**src/rtl/byte_lane_pkg.sv**
```systemverilog
// Shared lane-packing types and defaults for the byte-enabled register write path.
package byte_lane_pkg;

    localparam int unsigned DEF_BYTE_W = 8;
    localparam int unsigned DEF_LANES  = 2;

    typedef logic [DEF_LANES-1:0] byteena_t;

    localparam byteena_t BE_FULL = '1;

    // Mask with the low n lanes set; n >= DEF_LANES yields BE_FULL.
    function automatic byteena_t lane_mask(input int unsigned n);
        byteena_t m;
        m = '0;
        for (int unsigned i = 0; i < DEF_LANES; i++) begin
            m[i] = (i < n);
        end
        return m;
    endfunction

endpackage

```
**src/rtl/byte_lane_packer.sv**
```systemverilog
// Packs a valid/ready byte stream into LANES-byte words with a contiguous byteena mask;
// in_last closes a short word early.
module byte_lane_packer
    import byte_lane_pkg::*;
#(
    parameter int unsigned BYTE_W = DEF_BYTE_W,
    parameter int unsigned LANES  = DEF_LANES
) (
    input  logic                     clk,
    input  logic                     resetn,
    input  logic                     in_valid,
    output logic                     in_ready,
    input  logic [BYTE_W-1:0]        in_data,
    input  logic                     in_last,
    output logic                     out_valid,
    input  logic                     out_ready,
    output logic [BYTE_W*LANES-1:0]  out_data,
    output logic [LANES-1:0]         out_byteena,
    output logic                     out_last,
    output logic [15:0]              word_count
);

    localparam int unsigned WORD_W = BYTE_W * LANES;
    localparam int unsigned PTR_W  = (LANES > 1) ? $clog2(LANES) : 1;
    localparam logic [PTR_W-1:0] PTR_LAST = PTR_W'(LANES - 1);

    logic [PTR_W-1:0]  lane_ptr;
    logic [WORD_W-1:0] acc;
    logic [WORD_W-1:0] acc_next;
    logic [WORD_W-1:0] word_masked;
    logic [LANES-1:0]  mask;
    logic [LANES-1:0]  mask_next;
    logic              in_fire;
    logic              out_fire;
    logic              complete;

    // Ready only looks at the output slot, never at in_valid/in_data.
    assign in_ready = !out_valid || out_ready;
    assign in_fire  = in_valid && in_ready;
    assign out_fire = out_valid && out_ready;
    assign complete = in_fire && ((lane_ptr == PTR_LAST) || in_last);

    // Accumulator and mask as they would look with the current byte merged in.
    always_comb begin
        acc_next    = acc;
        mask_next   = mask;
        word_masked = '0;
        for (int unsigned k = 0; k < LANES; k++) begin
            if (PTR_W'(k) == lane_ptr) begin
                acc_next[k*BYTE_W +: BYTE_W] = in_data;
                mask_next[k]                 = 1'b1;
            end
        end
        for (int unsigned k = 0; k < LANES; k++) begin
            if (mask_next[k]) begin
                word_masked[k*BYTE_W +: BYTE_W] = acc_next[k*BYTE_W +: BYTE_W];
            end
        end
    end

    // Accumulator, lane pointer, output word register and transfer counter.
    always_ff @(posedge clk) begin
        if (!resetn) begin
            lane_ptr    <= '0;
            acc         <= '0;
            mask        <= '0;
            out_valid   <= 1'b0;
            out_data    <= '0;
            out_byteena <= '0;
            out_last    <= 1'b0;
            word_count  <= '0;
        end else begin
            if (out_fire) begin
                out_valid  <= 1'b0;
                word_count <= word_count + 16'd1;
            end
            if (complete) begin
                // A completing word overrides the clear above, giving bubble-free reload.
                out_valid   <= 1'b1;
                out_data    <= word_masked;
                out_byteena <= mask_next;
                out_last    <= in_last;
                acc         <= '0;
                mask        <= '0;
                lane_ptr    <= '0;
            end else if (in_fire) begin
                acc      <= acc_next;
                mask     <= mask_next;
                lane_ptr <= lane_ptr + PTR_W'(1);
            end
        end
    end

endmodule
```
**config.mk**
```make
export PLATFORM = sky130hd
export DESIGN_NAME = byte_lane_packer
export DESIGN_NICKNAME = d
export VERILOG_FILES = /design/src/rtl/byte_lane_pkg.sv /design/src/rtl/byte_lane_packer.sv
export SDC_FILE = /design/constraint.sdc
export NUM_CORES = 1
export LEC_CHECK = 0
export ABC_AREA = 1
export CAP_MARGIN = 20
export CELL_PAD_IN_SITES_DETAIL_PLACEMENT = 0
export CELL_PAD_IN_SITES_GLOBAL_PLACEMENT = 2
export CORE_MARGIN = 1.5
export CORE_UTILIZATION = 26
export CTS_BUF_LIST = sky130_fd_sc_hd__clkbuf_16
export CTS_CLUSTER_SIZE = 12
export DETAILED_ROUTE_END_ITERATION = 6
export PLACE_DENSITY_LB_ADDON = 0.1
export SYNTH_ARGS = -nofsm -noshare
export SYNTH_HDL_FRONTEND = slang
export SYNTH_SLANG_ARGS = --single-unit
```
**constraint.sdc**
```tcl
create_clock -name clk -period 1.32 [get_ports clk]
set_clock_uncertainty 0.2 [all_clocks]
set_input_delay 0.198 -clock clk [delete_from_list [all_inputs] [get_ports clk]]
set_output_delay 0.198 -clock clk [all_outputs]
set_load 0.02 [all_outputs]
```
==> flow_summary.toml, run 1 <==
[die]
dieArea_um2 = 9542
die_x_um = 97.69
rows = 34
fp.coreArea_um2 = 8721
initial_core_util_pct = 26.73
io_pins = 50
fp.dieH_um = 97.69

[power]
p_per_area_nw_per_um2 = 1054
p_leak_uw = 0.001529
p_total_uw = 3752
peakVddDrop_mv = 0.4465

[sta]
max_freq_ghz = 0.7044
setup_viol = 47
period_minus_slack_ns = 1.420
relSlewSlack_pct = 79.30
fin_ws_ns = -0.09967
maxSlewViolCount = 0
fin_hold_ws_ns = 0.1809
rsz0062_at_grt = "true"
worst_pin_slew_ns = 0.3019
hold_viol = 0
post-route-period-util_pct = 107.6

[route]
post-route-drc-count = 0
viasPerCell = 4.413
post_drt_wl_per_cell_um = 12.69
wl_um = 6245
dr.pass1.iters = 4
postRouteAntennaNets = 0
drtIter0Drc = 72
vias = 2171

[placed_design]
port-buffer-count = 49
globalplace.congestion = 0.6928
place_area_um2 = 3218
post-place-ws_ns = -0.5503
detailed_place_hpwl_um = 4123

[global_routing]
grt_max_degree = 33
grt.overflow.total = 0
track_usage_pct = 13.76
grt_antenna_before_repair = 0
grt_pass1_wl_um = 10380
grt_pass1_vias = 2143

[synthesis]
synthesis.nets = 308
seq_area_frac_synth_pct = 47.24
synth_top_cell_by_area = "dfxtp_1"
synth_area_um2 = 2331
synth.distinct_cells = 25
syn_inst = 294
avgSynthCellArea_um2 = 7.929
synth_warnings = 0
synth_area_leaders = "dfxtp_1, nand2_1, mux2i_1, nor2_1, o21a_1"
ys_ff_latch = 55
synth_top_area_share_pct = 47.24

[clock_network]
h-tree-depth = 2
cts_made_buffers = 5
cts_buffer_depth = 2
clkLatencyLatePin_ns = 0.30
clock-sinks = 55
cts_tree = "yes"
root_buffer = "clkbuf_16"
clk_pin_slew_ns = 0.07

[layout]
fillers = 933
post-route-util_pct = 40.80
stdcell_area_um2 = 3558
drive_gt1_share_pct = 40.36
nets = 398
synthToLayoutAreaGrowth_pct = 52.66
n_antenna_cell = 0

[critical_path]
start_kind = "flop"
crit_fanout = 3
crit_top_cell = "nor2_4"
crit_arrival_ns = 1.41
crit_type = "reg2reg"
worstPathCellList = "ha_4 > inv_2 > nor2_4 > nand2_4 > nor2_4 > xor2_1 > nor2_1"
slowest_delay_ns = 0.37
cp.required_ns = 1.31
cp-end-kind = "flop"
cpMaxStageDelayCell = "dfxtp_4"

[worst_hold_path]
hp-class = "in2reg"

[run_status]
outcome = "finished with violations"
violations = "negative setup slack"

[run]
drv_cap = 0
-- layout make-up --
| cell class | count | area (µm²) | area share (%) |
|---|---|---|---|
| inverter | 25 | 108.9 | 3.059 |
| clock buffer | 5 | 125.1 | 3.516 |
| timing repair inverter | 2 | 22.52 | 0.6329 |
| sequential | 55 | 1134 | 31.86 |
| tap | 108 | 135.1 | 3.797 |
| clock inverter | 2 | 36.28 | 1.020 |
| timing repair buffer | 89 | 701.9 | 19.73 |
| multi-input combinational | 206 | 1295 | 36.39 |
-- timing repair --
| action | 4_1_cts | 5_1_grt |
|---|---|---|
| pin swaps | 20 | 19 |
| endpoints found under the setup margin | 89 | 78 |
| gates cloned | 3 | 0 |
| buffers inserted | 4 | 5 |
| hold buffers | 0 | 0 |
| resized for setup | 160 | 65 |
-- routing by layer --
layer / wire (µm) / track usage [%]
met5: 0 / 0
met4: 103 / 4.396
met3: 206 / 2.734
met2: 3219 / 25.21
met1: 2717 / 15.95
-- final timing paths --
kind / from / endpoint / slack (ns) / depth (start not counted)
min: in_last / out_last / 0.18 / 3
max reg2reg: word_count[1] / word_count[10] / -0.1 / 7
min reg2reg: mask[1] / mask[1] / 0.23 / 2
max: word_count[1] / word_count[10] / -0.1 / 7
-- through the flow --
step           setup TNS (ns)  cells
4_1_cts                -3.646    488
3_5_place_dp           -25.20    474
3_3_place_gp           -24.84    474
5_1_grt                -5.950    492
6_report               -2.396    492
2_1_floorplan          -1.040    294
-- flip-flops by register name (all words and copies together), names as in the netlist --
signal / flops
lane_ptr: 1
out_data: 16
acc: 16
mask: 2
out_valid: 1
out_last: 1
word_count: 16
out_byteena: 2
-- synthesized netlist by cell type (all sizes together) --
cell / count
o21ai: 20
inv: 25
mux2i: 15
a21oi: 11
a21boi: 1
nand2: 78
dfxtp: 55
o21a: 17
nor2: 46
nand3: 7
nand4: 2
nor3: 3
buf: 8
ha: 1
xor2: 3
a31oi: 1
clkbuf: 1
-- logic make-up after synthesis --
| group | count (synthesis) | synth area share [%] |
|---|---|---|
| XOR/XNOR | 3 | 1.127 |
| flip-flops | 55 | 47.24 |
| adder cells (fa/ha/maj) | 1 | 0.5367 |
| buffers and inverters | 34 | 6.924 |
| multiplexers | 15 | 6.441 |
| AND/OR/NAND/NOR | 136 | 24.37 |
| AO/OA/AOI/OAI | 50 | 13.37 |
-- power breakdown --
| group | leakage [µW] | switching, µW | internal [µW] |
|---|---|---|---|
| sequential | 0.000454 | 38.0 | 1700 |
| clock | 0.0000802 | 627 | 888 |
| combinational | 0.000995 | 277 | 222 |
-- cell usage in the layout (no fill, tap or decap), types with 12 or more instances in the layout --
cell type / n
buf_2: 30
buf_4: 32
dfxtp_1: 43
inv_1: 17
mux2i_1: 14
nand2_1: 58
nand2_2: 12
nor2_1: 36
o21a_1: 17
o21ai_1: 13
-- critical path: cells and delay by family, from the launching register on --
| family | cells | cell delay [ns] |
|---|---|---|
| flops | 1 | 0.37 |
| fa+ha+maj | 1 | 0.13 |
| xor+xnor | 1 | 0.15 |
| buf+inv | 1 | 0.03 |
| simple gates | 4 | 0.43 |
No activity file was read; power rests on OpenSTA's default activity.
==> run 2: changes to the inputs <==
- CORE_UTILIZATION: 26 -> 35
- DONT_BUFFER_PORTS: not set -> 1
- clock period: 1.32 -> 1.47 ns (I/O delays scaled with it)
==> run 2 against run 1 <==
Effect of this change:
- the flow finishes with violations (negative hold slack)
- routed wire length shrank 12%
- sequential power shrank 9%
- core utilization grew 7.6 points
- critical path type is now reg2out
==> flow_summary.toml, run 2 (synthesized netlist as in run 1, its figures left out) <==
[run_status]
outcome = "finished with violations"
violations = "negative hold slack"

[sta]
max_freq_ghz = 0.7019
fin_hold_ws_ns = -0.1556
relSlewSlack_pct = 78.93
period_minus_slack_ns = 1.425
rsz0062_at_grt = "true"
hold_viol = 29
worst_pin_slew_ns = 0.3137
fin_ws_ns = 0.04537
post-route-period-util_pct = 96.91
setup_viol = 0
maxSlewViolCount = 0

[route]
vias = 1953
dr.pass1.iters = 4
post_drt_wl_per_cell_um = 13.14
drtIter0Drc = 33
postRouteAntennaNets = 0
post-route-drc-count = 0
viasPerCell = 4.672
wl_um = 5491

[layout]
regArea_um2 = 1120
nets = 355
final_cells = 418
reg_top3 = "acc (16), out_data (16), word_count (16)"
fillers = 629
n_antenna_cell = 0
multiInputGateArea_um2 = 1135
layout_commonest_cell = "nand2_1"
layout_common_cells = "nand2_1, dfxtp_1, nor2_1"
drive_gt1_share_pct = 22.29
synthToLayoutAreaGrowth_pct = 32.58

[clock_network]
cts_made_buffers = 5
clkLatencyLatePin_ns = 0.29
h-tree-depth = 2
cts_buffer_depth = 2
clock-sinks = 55
cts_hold_buf = 13
clk_pin_slew_ns = 0.06
cts_tree = "yes"
root_buffer = "clkbuf_16"

[placed_design]
dp_cells = 393
globalplace.congestion = 0.7138
detailed_place_hpwl_um = 3719
post-place-ws_ns = 0.01171
port-buffer-count = 0

[power]
p_leak_uw = 0.001221
pwr-share-clk_pct = 40.3
swShare_pct = 22.99
p_per_area_nw_per_um2 = 1052
peakVddDrop_mv = 0.5518
intPower_uw = 2504
p_seq_share_pct = 49.0
p_switching_uw = 747.3
combPwrFrac_pct = 10.7

[critical_path]
cp.required_ns = 1.05
crit_arrival_ns = 1.00
crit_type = "reg2out"
cp-end-kind = "primary output"
crit_fanout = 3
start_kind = "flop"

[die]
fp.coreArea_um2 = 6386
io_pins = 50
initial_core_util_pct = 36.50
fp.dieH_um = 84.61
die_x_um = 84.61
rows = 29
dieArea_um2 = 7159

[global_routing]
grt_antenna_before_repair = 0
grt_pass1_wl_um = 8790
grt_pass1_vias = 1916
grt_max_degree = 20
track_usage_pct = 15.35
grt.overflow.total = 0

[worst_hold_path]
hp-class = "in2reg"

[run]
drv_cap = 0
==> run 2: cell types whose count changed in the layout (fill, tap and decap cells not counted), sizes merged <==
cell | previous run | this run
buf | 72 | 33
clkbuf | 5 | 7
clkdlybuf4s15 | 4 | 0
clkdlybuf4s50 | 8 | 0
dlygate4sd2 | 4 | 0
dlygate4sd3 | 0 | 13
dlymetal6s2s | 1 | 0
inv | 28 | 26
==> run 2: critical path, cell delays in order (launching register included) <==
cell and delay (ns):
dfxtp_4 0.36, buf_4 0.16, nand2_1 0.20
==> run 2: metal layers <==
metal | vias to the layer above | share of wire [%] | global-route usage, % | routed length, µm
met2 | 26 | 52 | 29.22 | 2874
met5 | - | 0 | 0 | 0
met4 | 0 | 0.97 | 4.839 | 53
met3 | 4 | 3.4 | 3.343 | 187
met1 | 889 | 43 | 16.79 | 2376
li1 | 1034 | - | - | -
==> run 2: worst paths after layout <==
kind / startpoint / endpoint / slack [ns] / cells after the start
max: out_valid / in_ready / 0.05 / 2
min: resetn / word_count[7] / -0.16 / 2
max reg2reg: out_valid / acc[0] / 0.05 / 6
min reg2reg: mask[1] / mask[1] / 0.24 / 2
==> run 2: repair_timing <==
| item | in CTS | in global routing |
|---|---|---|
| gates resized for setup | 0 | 24 |
| hold endpoints to repair | 27 | 23 |
| buffers inserted | 0 | 2 |
| setup endpoints to repair | 0 | 45 |
==> run 2: final cells by class <==
cell class / count / share of cell area (%)
clock buffer: 5 / 4.049
clock inverter: 2 / 1.174
inverter: 25 / 3.117
multi-input combinational: 206 / 36.72
sequential: 55 / 36.23
tap: 77 / 3.117
timing repair buffer: 48 / 15.59
==> run 2: through the flow <==
stage	util, %	setup TNS, ns	area [µm²]	power (µW)
5_1_grt	48.39	-0.2319	3090	3392
2_1_floorplan	-	0	2338	1821
4_1_cts	46.06	0	2942	3269
6_report	48.39	0	3090	3251
3_3_place_gp	41.50	0	2650	1904
3_5_place_dp	41.50	0	2650	1905
==> run 2: power by group through the flow <==
stage / clock network (µW) / registers [µW] / logic [µW]
finish: 1310 / 1590 / 348
global route: 1410 / 1600 / 384
CTS: 1370 / 1590 / 311
detailed placement: 0 / 1630 / 278
global placement: 0 / 1630 / 279
floorplan: 0 / 1620 / 198
==> run 3: changes to the inputs <==
- SETUP_SLACK_MARGIN: not set -> 0.2
==> run 3 against run 2 <==
Effect of this change:
- the flow still finishes with violations (negative hold slack)
- critical path type is now reg2reg
- worst setup slack better by 0.048 ns
- total power is 5.8% lower
- highest routed layer unchanged
- via count shrank 0.97%
- combinational power is 10% lower
- count of clock-buffer cells in the layout unchanged
- cell area is 1.7% lower
- routed wire length shrank 0.15%
- core utilization decreased by 0.82 points
- global-route usage up 0.56 points
- flip-flop and latch count unchanged
- largest power group unchanged
- hold slack lost 0.0036 ns
==> flow_summary.toml, run 3 (synthesized netlist as in run 1, its figures left out) <==
[die]
fp.dieH_um = 84.61
dieArea_um2 = 7159
rows = 29
initial_core_util_pct = 36.50
io_pins = 50
fp.coreArea_um2 = 6386
die_x_um = 84.61

[sta]
maxSlewViolCount = 0
setup_viol = 0
fin_ws_ns = 0.09320
fin_hold_ws_ns = -0.1593
fin_setup_tns_ns = 0
worst_pin_slew_ns = 0.3219
period_minus_slack_ns = 1.377
hold_viol = 29
post-route-period-util_pct = 93.66
rsz0062_at_grt = "true"
max_freq_ghz = 0.7263
relSlewSlack_pct = 78.52

[critical_path]
start_kind = "flop"
crit_start = "word_count[0]"
crit_fanout = 4
crit_type = "reg2reg"
reg2reg_from = "word_count[0]"
cp-end-kind = "flop"
worstPathCellList = "ha_4 > inv_2 > nor2_4 > nand2_2 > nor2_4 > xor2_1 > nor2_1"
cpMaxStageDelayCell = "dfxtp_4"
crit_top_cell = "nor2_4"
cp.required_ns = 1.44
slowest_delay_ns = 0.38
crit_arrival_ns = 1.35

[run_status]
violations = "negative hold slack"
outcome = "finished with violations"

[clock_network]
cts_tree = "yes"
cts_buffer_depth = 2
cts_made_buffers = 5
clk_pin_slew_ns = 0.07
h-tree-depth = 2
root_buffer = "clkbuf_16"
clkLatencyLatePin_ns = 0.28
clock-sinks = 55

[route]
wl_um = 5483
post-route-drc-count = 0
vias = 1934
post_drt_wl_per_cell_um = 13.47
dr.pass1.iters = 4
viasPerCell = 4.752
postRouteAntennaNets = 0
drtIter0Drc = 37

[placed_design]
port-buffer-count = 0
detailed_place_hpwl_um = 3808
globalplace.congestion = 0.7663
post-place-ws_ns = 0.03375

[layout]
nets = 343
fillers = 667
drive_gt1_share_pct = 31.52
reg_top3 = "acc (16), out_data (16), word_count (16)"
layout_commonest_cell = "nand2_1"
post-route-util_pct = 47.57
n_antenna_cell = 0
synthToLayoutAreaGrowth_pct = 30.33
layout_common_cells = "nand2_1, dfxtp_1, nor2_1"

[power]
peakVddDrop_mv = 0.5785
p_per_area_nw_per_um2 = 1008
p_leak_uw = 0.001194
p_total_uw = 3061

[global_routing]
grt_antenna_before_repair = 0
grt_pass1_wl_um = 9004
track_usage_pct = 15.91
grt.overflow.total = 0
grt_pass1_vias = 1908
grt_max_degree = 33

[worst_hold_path]
hold_path_startpoint = "resetn"
hp-class = "in2reg"

[run]
drv_cap = 0
[run 3: final cells by class]
class                      instances  area, µm²  area share, %
multi-input combinational        206       1237          40.73
tap                               77      96.34          3.171
timing repair buffer              36      314.1          10.34
inverter                          25      106.4          3.501
clock inverter                     3      18.77         0.6178
clock buffer                       5      125.1          4.119
sequential                        55       1140          37.52
[run 3: critical path: cells and delay by family, from the launching register on]
family | cells | cell delay [ns]
and+or+nand+nor | 4 | 0.38
adders and majority gates | 1 | 0.13
xor gates and xnor gates | 1 | 0.14
DFF | 1 | 0.38
buffers and inverters | 1 | 0.03
[run 3: metrics by stage]
step           hold slack [ns]  cells  area, µm²
4_1_cts                -0.1587    402       2950
6_report               -0.1593    407       3038
3_5_place_dp            0.1425    387       2635
2_1_floorplan           0.1514    294       2417
3_3_place_gp            0.1403    387       2635
5_1_grt                -0.1649    407       3038
[run 3: power breakdown]
group	leakage, µW	internal [µW]	switching, µW
Combinational	0.000664	141	170
Sequential	0.000456	1530	63.0
Clock	0.0000740	632	529
[run 3: path summary, 6_finish.rpt]
check	end	slack (ns)	cells past startpoint
setup / recovery	word_count[10]	0.09	7
hold / removal	word_count[5]	-0.16	2
setup reg to reg	word_count[10]	0.09	7
hold reg to reg	mask[1]	0.23	2
[run 3: what timing repair did]
action	4_1_cts	5_1_grt
resized for setup	36	16
hold buffers	1	2
hold endpoints to repair	30	29
pin swaps	22	8
cloned	1	0
setup buffers	5	3
endpoints found under the setup margin	49	56
[run 3: routing by layer]
layer,track usage (%),wire (µm)
met5,0,0
met4,4.692,53
met2,29.08,2715
met3,5.015,281
met1,17.59,2433
